--- config.mk ---
export PLATFORM = sky130hd
export DESIGN_NAME = cargador_programa
export DESIGN_NICKNAME = d
export VERILOG_FILES = /design/src/rtl/cargador_programa.sv
export SDC_FILE = /design/constraint.sdc
export NUM_CORES = 1
export LEC_CHECK = 0
export BUFFER_PORTS_ARGS = -buffer_cell sky130_fd_sc_hd__buf_4
export CAP_MARGIN = 40
export CORE_ASPECT_RATIO = 0.9
export CORE_MARGIN = 1
export CORE_UTILIZATION = 40
export CTS_BUF_LIST = sky130_fd_sc_hd__clkbuf_2 sky130_fd_sc_hd__clkbuf_4 sky130_fd_sc_hd__clkbuf_8
export CTS_CLUSTER_DIAMETER = 200
export DETAILED_ROUTE_END_ITERATION = 7
export GPL_ROUTABILITY_DRIVEN = 0
export GPL_TIMING_DRIVEN = 0
export PLACE_DENSITY = 0.62
export SETUP_SLACK_MARGIN = 0.15
export SLEW_MARGIN = 20
export SYNTH_ARGS = -nofsm -noshare
export SYNTH_HDL_FRONTEND = slang
export SYNTH_SLANG_ARGS = --single-unit
export TNS_END_PERCENT = 10
--- constraint.sdc ---
create_clock -name clk -period 2.49 [get_ports clk]
set_clock_uncertainty 0.1 [all_clocks]
set_input_delay 0.498 -clock clk [delete_from_list [all_inputs] [get_ports clk]]
set_output_delay 0.498 -clock clk [all_outputs]
set_load 0.03 [all_outputs]
--- src/rtl/cargador_programa.sv ---
// cargador_programa: boot loader that streams a header, little-endian words and an XOR checksum
// into instruction memory, then releases the datapath from reset.
module cargador_programa #(
    parameter int DEPTH  = 32,
    parameter int ADDR_W = 5
) (
    input  logic              clk,
    input  logic              reset,
    input  logic              start,
    input  logic [7:0]        byte_in,
    input  logic              byte_valid,
    output logic              byte_ready,
    output logic              im_we,
    output logic [ADDR_W-1:0] im_addr,
    output logic [31:0]       im_wd,
    output logic              core_reset,
    output logic [ADDR_W:0]   words_loaded,
    output logic              done,
    output logic              error
);
    typedef enum logic [2:0] {IDLE, HEADER, DATA, CHECK, RUN, ERROR} state_t;

    state_t            state_q, state_d;
    logic [ADDR_W:0]   n_q, n_d, words_q, words_d;
    logic [1:0]        lane_q, lane_d;
    logic [23:0]       buf_q, buf_d;
    logic [7:0]        csum_q, csum_d;
    logic              im_we_q, im_we_d, byte_ready_q, byte_ready_d;
    logic              core_reset_q, core_reset_d, done_q, done_d, error_q, error_d;
    logic [ADDR_W-1:0] im_addr_q, im_addr_d;
    logic [31:0]       im_wd_q, im_wd_d;
    logic              take;

    assign take = byte_valid && byte_ready_q;

    always_comb begin
        state_d   = state_q;
        n_d       = n_q;
        words_d   = words_q;
        lane_d    = lane_q;
        buf_d     = buf_q;
        csum_d    = csum_q;
        im_we_d   = 1'b0;
        im_addr_d = im_addr_q;
        im_wd_d   = im_wd_q;
        if (start) begin
            state_d = HEADER;
            n_d     = '0;
            words_d = '0;
            lane_d  = '0;
            buf_d   = '0;
            csum_d  = '0;
        end else if (take) begin
            case (state_q)
                HEADER: begin
                    if (byte_in != 8'd0 && byte_in <= 8'(DEPTH)) begin
                        n_d     = byte_in[ADDR_W:0];
                        words_d = '0;
                        lane_d  = '0;
                        csum_d  = '0;
                        state_d = DATA;
                    end else begin
                        state_d = ERROR;
                    end
                end
                DATA: begin
                    // bytes shift in from the top so lanes 0..2 end up LSB-first
                    csum_d = csum_q ^ byte_in;
                    lane_d = lane_q + 2'd1;
                    buf_d  = {byte_in, buf_q[23:8]};
                    if (lane_q == 2'd3) begin
                        im_we_d   = 1'b1;
                        im_addr_d = words_q[ADDR_W-1:0];
                        im_wd_d   = {byte_in, buf_q};
                        words_d   = words_q + 1'b1;
                        state_d   = (words_q + 1'b1 == n_q) ? CHECK : DATA;
                    end
                end
                CHECK:   state_d = (byte_in == csum_q) ? RUN : ERROR;
                default: ;
            endcase
        end
        byte_ready_d = (state_d == HEADER) || (state_d == DATA) || (state_d == CHECK);
        core_reset_d = state_d != RUN;
        done_d       = state_d == RUN;
        error_d      = state_d == ERROR;
    end

    always_ff @(posedge clk or negedge reset) begin
        if (!reset) begin
            state_q      <= IDLE;
            n_q          <= '0;
            words_q      <= '0;
            lane_q       <= '0;
            buf_q        <= '0;
            csum_q       <= '0;
            im_we_q      <= 1'b0;
            im_addr_q    <= '0;
            im_wd_q      <= '0;
            byte_ready_q <= 1'b0;
            core_reset_q <= 1'b1;
            done_q       <= 1'b0;
            error_q      <= 1'b0;
        end else begin
            state_q      <= state_d;
            n_q          <= n_d;
            words_q      <= words_d;
            lane_q       <= lane_d;
            buf_q        <= buf_d;
            csum_q       <= csum_d;
            im_we_q      <= im_we_d;
            im_addr_q    <= im_addr_d;
            im_wd_q      <= im_wd_d;
            byte_ready_q <= byte_ready_d;
            core_reset_q <= core_reset_d;
            done_q       <= done_d;
            error_q      <= error_d;
        end
    end

    assign byte_ready   = byte_ready_q;
    assign im_we        = im_we_q;
    assign im_addr      = im_addr_q;
    assign im_wd        = im_wd_q;
    assign core_reset   = core_reset_q;
    assign words_loaded = words_q;
    assign done         = done_q;
    assign error        = error_q;
endmodule

# Word level (Yosys, flattened, before mapping)
# Index checks and enable logic that the tools add are counted.
# totals
register_bits	91
inputBits	12
output_inout_bits	48
wordCells	78
# op_classes
n_addsub	2
order_cmp	1
eq_ne	14
mux	31
n_bitwise	2
reduce_logical	15
# ops
operator	n
24-bit two-way mux	3
6-bit two-way mux	8
8-bit two-way mux	3
8-bit one-hot mux with 2 select lines	1
3-bit by 2-bit equality test with 1-bit output (second input constant)	4
3-bit two-way mux	4
6-bit one-hot mux with 2 select lines	1
3-bit != test (second input constant)	3
3-bit one-hot mux with 3 select lines	1
8-bit equality test	1
8-bit by 6-bit <= comparator with 1-bit output (second input constant)	1
4-bit AND reduction	2
2-bit nonzero test	4
8-bit nonzero test	1
8-bit XOR	1
6-bit by 1-bit adder with 6-bit output (second input constant)	1
3-bit by 1-bit equality test with 1-bit output (second input constant)	2
3-bit equality test (second input constant)	2
6-bit equality test	1
1-bit two-way mux	6
2-bit two-way mux	3
3-bit AND reduction	2
2-bit one-hot mux with 2 select lines	1
3-bit nonzero test	1
other kinds (6)	8

# Depth between registers and ports, before layout
# Gate-level depths: netlist of run 1.
# logic_depth
ltp_word	10
mapped_depth	7

# Least setup slack after synthesis of run 1
# OpenSTA, ideal clock, no wires.
# synth_path
path_type	input -> register
from	input byte_in[1]
to	register csum_q[6]
t_arrival_ns	1.904
required_ns	2.253
setup_slack_ns	0.349
path_stages	6
n_path_buf	1
cell_sequence	or4_4 nand4b_1 a21boi_0 o21a_1 buf_2 a311oi_1
# synth_via
elab_chain_len	4
word_cells_on_any_way	5
classes_between	order compare (1); eq/ne (1); reduce/logical (3)
# synth_rtl
item	line_no	source
from (decl)	10	input logic [7:0] byte_in,
8-bit by 6-bit <= comparator with 1-bit output or 8-bit nonzero test (tied branches)	56	if (byte_in != 8'd0 && byte_in <= 8'(DEPTH)) begin
1-bit logical AND (*)	56	
3-bit != test (no line) (*)	-	
3-bit AND reduction (no line) (*)	-	
to (signal assigned)	110	csum_q <= csum_d;
to (decl)	27	logic [7:0] csum_q, csum_d;
# Mark *: on every way between the ends. The rest lies on a longest branch, timed or not.
# A chain may end at the register's enable or synchronous reset.

# Final worst setup path of run 1
# layout_path
from	register state_q[2]
to	register words_q[1], in the netlist words_loaded[1]
# layout_via
elab_chain_len	4
word_cells_on_any_way	9
classes_between	eq/ne (4); mux (3); reduce/logical (2)
# layout_rtl
item	line_no	source
from (decl)	23	state_t state_q, state_d;
from (signal assigned)	105	state_q <= state_d;
3-bit by 2-bit equality test with 1-bit output or 3-bit by 1-bit equality test with 1-bit output (tied branches)	54	case (state_q)
6-bit one-hot mux with 2 select lines	54	
6-bit two-way mux	53	end else if (take) begin
6-bit two-way mux	46	if (start) begin
to (signal assigned)	107	words_q <= words_d;
to (decl)	24	logic [ADDR_W:0] n_q, n_d, words_q, words_d;
# Several ways; a longest one is shown, not always the timed one. The select of a mux whose other input is x is not followed.

==> out/metrics.yaml, run 1 <==
detailed_routing:
  drc_errors: 0
  wl_microns: 9900
  dr.pass1.iters: 4
  wl_per_cell_microns: 15.3
  num_vias: 3305
  drtIter0Drc: 223
  viasPerCell: 5.12
  ant_nets: 0
final_layout:
  drive_above_1_share_pct: 16.3
  post-route-util_pct: 49.9
  area_growth_pct: 20.1
  final_area_sq_um: 4890
  regArea_sq_um: 2280
  antennaDiodeCount: 0
  finalNetCount: 529
  nFillCells: 972
  multi_input_area_sq_um: 1620
power_and_ir_drop:
  p_per_area_nw_per_um2: 548
  power.internal_w: 0.00194
  p_comb_share_pct: 7.3
  p_seq_share_pct: 55.9
  power_switching_share_pct: 27.6
  power.switching_w: 0.000740
  p_leak_nw: 2.32
  power_frac_clock_pct: 36.9
  irDropWorstVdd_v: 0.000286
clock_network:
  cts_tree: "done"
  cts.sink_count: 91
  clk_transition_reported_paths_ns: 0.10
  cts-root-buf: "clkbuf_8"
  clock_path_buffers: 2
  h-tree-depth: 3
  clock_latency_ns: 0.37
  cts_setup_buffers: 0
  cts_buffers: 9
floorplanning:
  core_sq_um: 9780
  die_x_microns: 108
  die_y_microns: 97.7
  io_pins: 60
  start_util_pct: 41.6
  die_area_sq_um: 10600
  rows: 34
placement:
  port_buffers: 56
  dp_hpwl_microns: 6850
  detailedPlace.worstSlack_ns: -0.0404
  placed_cell_area_sq_um: 4650
global_routing:
  grt_pass1_wl_microns: 16300
  grt_pass1_vias: 3117
  grt_usage_pct: 20.1
  grt_max_degree: 92
  grt-ovfl-total: 0
  antenna_found_initial: 0
worst_setup_path:
  slowest_delay_ns: 0.44
  critPathKind: "flip-flop to flip-flop"
  critical_path_required_ns: 2.69
  start_kind: "flip-flop"
  end_kind: "flip-flop"
  crit_arrival_ns: 2.36
  path_cells: "and3b_1 -> nand4b_1 -> inv_1 -> buf_1 -> nand2_1 -> o21ai_0"
  cpMaxStageDelayCell: "dfrtp_1"
  worstPathMaxFanout: 10
outcome:
  outcome: "completed"
sta:
  hold_slack_ns: 0.312
  relSlewSlack_pct: 60.9
  rsz0062_at_grt: "true"
  finalMaxSlewViolations: 0
  period_needed_ns: 2.16
  setup_viol: 0
  tightestPinTransition_ns: 0.586
  finalHoldViolCount: 0
  fin_crit_sh_pct: 86.9
  setup_slack_ns: 0.326
  clock.fmax_ghz: 0.462
synthesis:
  synth_seq_cells: 91
  syn_avg_cell_area_sq_um: 9.12
  netlist_instances: 446
  async_reset_ff_share_pct: 100
  syn-cell-area_sq_um: 4070
  seq_area_frac_synth_pct: 56.0
  synth-main-ff-cell: "dfrtp_1"
  synth_edf_count: 0
  synth_top_area_share_pct: 55.4
  syn_nets: 460
  yosysTopAreaCell: "dfrtp_1"
  synth.distinct_cells: 43
  synth_area_leaders: "dfrtp_1 (55%), nand2_1 (14%), a21oi_1 (4.4%)"
  ys_warn_count: 0
worst_hold_path:
  hold_path_class: "primary input to flip-flop"
flow_run:
  maxCapViolCount: 0
==> flip-flops by register name (all words and copies together), names as in the netlist <==
name          flops
n_q               6
state_q           3
byte_ready        1
core_reset        1
words_loaded      6
im_addr           5
im_wd            32
buf_q            24
error             1
im_we             1
lane_q            2
done              1
csum_q            8
==> kinds of logic after synthesis <==
| family | Yosys count | synth area share (%) |
|---|---|---|
| AND/OR/NAND/NOR | 209 | 22.3 |
| buffers and inverters | 44 | 4.12 |
| XOR/XNOR | 17 | 3.66 |
| AO/OA/AOI/OAI | 76 | 11.5 |
| flip-flops | 91 | 56.0 |
| adder cells (fa/ha/maj) | 2 | 0.615 |
| multiplexers | 7 | 1.72 |
==> Yosys cell counts (all sizes together), types with 3 or more instances <==
| library cell | instances |
|---|---|
| or3 | 3 |
| inv | 21 |
| nand2 | 147 |
| nand4b | 4 |
| o21ai | 19 |
| nand2b | 8 |
| nand3 | 6 |
| buf | 7 |
| a21oi | 36 |
| nor2 | 15 |
| nor3 | 10 |
| clkbuf | 16 |
| dfrtp | 90 |
| nand4 | 3 |
| o32ai | 7 |
| xnor2 | 15 |
| mux2i | 7 |
| nor2b | 3 |
==> worst max-delay path, delay by kind of cell (launching register included) <==
family	cells	cell delay [ns]
simple gates	3	0.76
buf+inv	2	0.69
flops	1	0.44
compound gates	1	0.09
==> metal layers <==
layer / global-route usage [%] / part of all wire, %
met1: 30.4 / 49
met2: 28.8 / 44
met3: 3.62 / 4.5
met4: 7.17 / 1.6
met5: 0 / 0
==> final timing paths <==
kind                             from               to  slack, ns  depth (start not counted)
min in group asynchronous       reset        im_wd[28]       0.40                          2
max reg2reg                state_q[2]  words_loaded[1]       0.33                          6
min reg2reg                  buf_q[3]         im_wd[3]       0.37                          2
min                        byte_in[7]        buf_q[23]       0.31                          3
max                        state_q[2]  words_loaded[1]       0.33                          6
max in group asynchronous       reset       core_reset       1.26                          3
==> repair_timing <==
item / CTS / global route
hold buffers: 0 / 1
endpoints found under the hold margin: 0 / 10
setup endpoints to repair: 20 / 29
resized for setup: 2 / 2
==> per-stage QoR <==
stage,cells,setup TNS (ns),power (W)
after floorplan,446,0,0.00163
after global placement,628,-0.0192,0.00171
after detailed placement,628,-0.154,0.00171
after CTS,644,0,0.00271
after global routing,646,0,0.00279
final,646,0,0.00268
==> placed cells by master (no fill, tap or decap), types with 7 or more instances in the layout <==
cell | Yosys | routed
nand2_1 | 147 | 147
dfrtp_1 | 90 | 89
mux2i_1 | 7 | 7
o32ai_1 | 7 | 7
nor2_1 | 15 | 15
a21oi_1 | 36 | 36
nor3_1 | 10 | 10
clkbuf_1 | 16 | 15
xnor2_1 | 15 | 15
buf_4 | 0 | 55
o21ai_0 | 18 | 18
inv_1 | 21 | 21
nand2b_1 | 8 | 8
clkbuf_8 | 0 | 9
==> power by group through the flow <==
stage,sequential (W),combinational (W),clock [W]
5_1_grt,0.00150,0.000218,0.00107
3_5_place_dp,0.00153,0.000189,0
6_report,0.00150,0.000195,0.000988
4_1_cts,0.00150,0.000189,0.00102
3_3_place_gp,0.00153,0.000183,0
2_1_floorplan,0.00153,0.0000925,0
==> area by class of cell <==
cell class / count / area share (%)
repair buffers: 58 / 9.45
clock buffers: 9 / 2.54
well taps: 126 / 3.23
flip-flops and latches: 91 / 46.7
inverters: 21 / 1.61
multi-input cells: 311 / 33.2
plain buffers: 23 / 1.87
clock inverters: 7 / 1.41
Power figures use the tool's default switching activity.
==> run 2, diff against run 1 <==
--- a/config.mk
+++ b/config.mk
@@ -7,5 +7,4 @@
 export LEC_CHECK = 0
 export BUFFER_PORTS_ARGS = -buffer_cell sky130_fd_sc_hd__buf_4
-export CAP_MARGIN = 40
 export CORE_ASPECT_RATIO = 0.9
 export CORE_MARGIN = 1
--- a/constraint.sdc
+++ b/constraint.sdc
@@ -3,3 +3,3 @@
 set_input_delay 0.498 -clock clk [delete_from_list [all_inputs] [get_ports clk]]
 set_output_delay 0.498 -clock clk [all_outputs]
-set_load 0.03 [all_outputs]
+set_load 0.02 [all_outputs]
==> out/metrics.yaml, run 2 (synthesis gave the netlist of run 1 again) <==
outcome:
  outcome: "completed"
floorplanning:
  start_util_pct: 41.6
  die_area_sq_um: 10600
  io_pins: 60
  die_y_microns: 97.7
  core_sq_um: 9780
  rows: 34
  die_x_microns: 108
worst_setup_path:
  worstPathMaxFanout: 10
  slowest_delay_ns: 0.55
  critPathKind: "primary input to flip-flop"
  start_kind: "primary input"
  crit_start: "byte_in[1]"
  path_cells: "buf_4 -> or4_4 -> nand4b_1 -> a21boi_0 -> o21a_1 -> buf_2 -> a311oi_1"
  critical_path_buf_inv_count: 2
  end_kind: "flip-flop"
  cpMaxStageDelayCell: "or4_4"
  critical_path_required_ns: 2.62
  crit_family: "simple AND/OR/NAND/NOR gates"
  r2r-start: "state_q[2]"
  worst_r2r_path_depth: 6
  crit_cells: 7
  crit_arrival_ns: 2.29
sta:
  clock.fmax_ghz: 0.464
  period_needed_ns: 2.16
  finalMaxSlewViolations: 0
  fin_crit_sh_pct: 86.6
  finalHoldViolCount: 0
  relSlewSlack_pct: 45.1
  setup_viol: 0
  rsz0062_at_grt: "true"
  tightestPinTransition_ns: 0.824
flow_run:
  maxCapViolCount: 0
detailed_routing:
  viasPerCell: 5.08
  num_vias: 3273
  ant_nets: 0
  wl_microns: 9850
  wl_per_cell_microns: 15.3
  drtIter0Drc: 237
  dr.pass1.iters: 4
  drc_errors: 0
final_layout:
  largest_reg_flops: 32
  final_area_sq_um: 4850
  mostFrequentLayoutCell: "nand2_1"
  drive_above_1_share_pct: 16.2
  area_growth_pct: 19.2
  antennaDiodeCount: 0
  finalNetCount: 527
  mostFrequentLayoutCells: "nand2_1 (147), dfrtp_1 (89), buf_4 (55)"
power_and_ir_drop:
  p_comb_share_pct: 6.9
  p_seq_share_pct: 56.1
  power_switching_share_pct: 27.5
  irDropWorstVdd_v: 0.000288
  total_power_w: 0.00267
  p_per_area_nw_per_um2: 551
  p_leak_nw: 2.31
  power.switching_w: 0.000735
  power_frac_clock_pct: 37.1
  power.internal_w: 0.00193
clock_network:
  cts.sink_count: 91
  clk_transition_reported_paths_ns: 0.10
  h-tree-depth: 3
  cts_tree: "done"
  clock_latency_ns: 0.37
  cts-root-buf: "clkbuf_8"
  cts.hold.buffers_added: 0
  cts_setup_buffers: 0
  cts_buffers: 9
  clock_path_buffers: 2
global_routing:
  grt_max_degree: 92
  grt_pass1_wl_microns: 16300
  grt_pass1_vias: 3117
  grt_usage_pct: 20.1
  antenna_found_initial: 0
  grt-ovfl-total: 0
placement:
  dp_hpwl_microns: 6850
  placed_cell_area_sq_um: 4650
  port_buffers: 56
worst_hold_path:
  hold_path_class: "primary input to asynchronous set/reset pin"
==> run 2: path summary, 6_finish.rpt <==
kind | to | slack, ns
setup / recovery | csum_q[6] | 0.33
hold / removal | im_wd[28] | 0.08
setup reg to reg | words_loaded[1] | 0.34
hold reg to reg | im_wd[3] | 0.37
max in group asynchronous | state_q[1] | 1.64
min in group clk | buf_q[23] | 0.31
==> run 2: per-layer routing <==
metal	vias to the layer above	track usage, %	wire, microns
met4	0	7.17	155
li1	1607	-	-
met3	10	3.62	552
met5	-	0	0
met1	1585	30.4	4750
met2	71	28.8	4390
==> run 2: power groups by stage <==
| stage | Sequential, W | Combinational, W | Clock (W) |
|---|---|---|---|
| after floorplan | 0.00153 | 0.0000925 | 0 |
| after global placement | 0.00153 | 0.000179 | 0 |
| after detailed placement | 0.00153 | 0.000185 | 0 |
| after CTS | 0.00150 | 0.000186 | 0.00102 |
| after global routing | 0.00150 | 0.000206 | 0.00107 |
| final | 0.00150 | 0.000183 | 0.000989 |
==> run 2: layout make-up <==
class	count	area [sq um]
Timing Repair Buffer	56	424
Clock inverter	7	68.8
Tap cell	126	158
Sequential cell	91	2280
Inverter	21	78.8
Fill cell	981	4940
Clock buffer	9	124
Multi-Input combinational cell	311	1620
Buffer	23	91.3
==> run 2: through the flow <==
step	setup TNS (ns)	cells	setup slack (ns)	hold WS, ns	utilization, %
2_1_floorplan	0	446	0.349	0.102	-
3_3_place_gp	-0.0192	628	-0.0192	0.354	47.5
3_5_place_dp	-0.154	628	-0.0404	0.356	47.5
4_1_cts	0	644	0.209	0.123	49.5
5_1_grt	0	644	0.133	0.147	49.6
6_report	0	644	0.334	0.0751	49.6
==> run 2: repair_timing <==
action | in CTS | in global routing
gates cloned | 0 | 0
endpoints found under the setup margin | 20 | 29
resized for setup | 2 | 2
==> run 2: worst register-to-register path, cell delays in order, from the launching register on <==
cell and delay (ns):
dfrtp_1 0.44, and3b_1 0.36, nand4b_1 0.29, inv_1 0.27
buf_1 0.41, nand2_1 0.11, o21ai_0 0.09
==> run 3, diff against run 2 <==
PLACE_DENSITY = 0.65   (was 0.62)
clock period = 1.9 ns   (was 2.49 ns; I/O delays follow)
==> out/metrics.yaml, run 3 (synthesis gave the netlist of run 1 again) <==
final_layout:
  finalNetCount: 544
  largest_reg_flops: 32
  antennaDiodeCount: 0
  final_area_sq_um: 5180
  area_growth_pct: 27.4
  mostFrequentLayoutCells: "nand2_1 (147), dfrtp_1 (86), buf_4 (67)"
  mostFrequentLayoutCell: "nand2_1"
  drive_above_1_share_pct: 24.5
  nFillCells: 911
clock_network:
  clock_path_buffers: 2
  h-tree-depth: 3
  cts_tree: "done"
  cts-root-buf: "clkbuf_8"
  cts_buffers: 9
  clock_latency_ns: 0.37
  cts.sink_count: 91
  clk_transition_reported_paths_ns: 0.10
global_routing:
  grt_pass1_wl_microns: 16900
  grt_pass1_vias: 3331
  grt_max_degree: 51
  antenna_found_initial: 0
  grt-ovfl-total: 0
  grt_usage_pct: 20.9
sta:
  hold_slack_ns: 0.166
  tightestPinTransition_ns: 0.697
  setup_slack_ns: -0.0301
  period_needed_ns: 1.93
  setup_viol: 7
  finalHoldViolCount: 0
  finalMaxSlewViolations: 0
  fin_crit_sh_pct: 102
  relSlewSlack_pct: 53.5
  rsz0062_at_grt: "true"
  clock.fmax_ghz: 0.518
detailed_routing:
  wl_per_cell_microns: 15.4
  ant_nets: 0
  dr.pass1.iters: 4
  drc_errors: 0
  num_vias: 3360
  drtIter0Drc: 145
  viasPerCell: 5.08
  wl_microns: 10200
floorplanning:
  core_sq_um: 9780
  die_y_microns: 97.7
  rows: 34
  io_pins: 60
  die_x_microns: 108
  start_util_pct: 41.6
  die_area_sq_um: 10600
power_and_ir_drop:
  p_per_area_nw_per_um2: 686
  p_leak_nw: 2.45
  total_power_w: 0.00356
  irDropWorstVdd_v: 0.000419
flow_run:
  maxCapViolCount: 0
worst_setup_path:
  end_kind: "flip-flop"
  critical_path_required_ns: 2.06
  start_kind: "primary input"
  critPathKind: "primary input to flip-flop"
  crit_arrival_ns: 2.09
  worstPathMaxFanout: 4
outcome:
  outcome: "finished, violations left"
  violations: "negative setup slack"
worst_hold_path:
  hold_path_class: "primary input to flip-flop"
placement:
  placed_cell_area_sq_um: 4680
  dp_hpwl_microns: 6920
  port_buffers: 56
  detailedPlace.worstSlack_ns: -0.530
-- run 3: cell count changes in the layout (fill, tap and decap cells not counted), moves of 3 or more --
cell / change
buf_1: -4
buf_2: +3
buf_4: +12
buf_6: +3
clkbuf_1: -7
clkbuf_2: +3
dfrtp_1: -3
dfrtp_2: +3
o21ai_0: -5
o21ai_1: +4
o32ai_1: -7
o32ai_2: +7
-- run 3: stage by stage --
stage	util (%)	cells	setup TNS, ns
2_1_floorplan	-	446	-1.63
3_3_place_gp	47.5	628	-24.01
3_5_place_dp	47.8	629	-27.97
4_1_cts	52.3	657	-0.0311
5_1_grt	53.0	661	-0.300
6_report	53.0	661	-0.0881
-- run 3: worst paths after layout --
path / end / depth (start not counted) / from / slack, ns
max: done / 6 / byte_in[1] / -0.03
min in group asynchronous: im_wd[4] / 2 / reset / 0.43
min reg2reg: im_wd[4] / 2 / buf_q[4] / 0.38
max in group asynchronous: state_q[1] / 3 / reset / 0.62
max reg2reg: n_q[3] / 6 / state_q[1] / 0.01
min: buf_q[19] / 3 / byte_in[3] / 0.17
-- run 3: layer usage --
layer | track usage, % | vias up | routed length (microns)
met1 | 30.2 | 1618 | 4800
li1 | - | 1641 | -
met2 | 31.2 | 87 | 4670
met5 | 0 | - | 0
met3 | 4.36 | 14 | 581
met4 | 6.65 | 0 | 133
-- run 3: cell type report --
type                    instances  area (sq um)  area share [%]
multi-input cells             311          1740            33.6
clock buffers                   9           124            2.39
well taps                     126           158            3.04
inverters                      21          78.8            1.52
clock inverters                 7          70.1            1.35
repair buffers                 73           598            11.5
plain buffers                  23           131            2.53
flip-flops and latches         91          2280            44.1
-- run 3: power breakdown --
part / switching, W / total (W) / internal [W]
combinational: 0.000188 / 0.000303 / 0.000115
clock: 0.000787 / 0.00130 / 0.000509
sequential: 0.00000863 / 0.00196 / 0.00195
total: 0.000984 / 0.00356 / 0.00257
-- run 3: repair_timing --
action / in CTS / in global routing
gates resized for setup: 43 / 17
hold endpoints to repair: 40 / 0
hold buffers: 1 / 0
pin swaps: 27 / 13
setup endpoints to repair: 87 / 67
buffers inserted: 11 / 4
-- run 3: worst max-delay path, cell delays in order --
cell     delay (ns)
buf_12         0.10
or4_4          0.55
o21ai_2        0.27
nand2_1        0.13
or3_1          0.43
and4_1         0.23
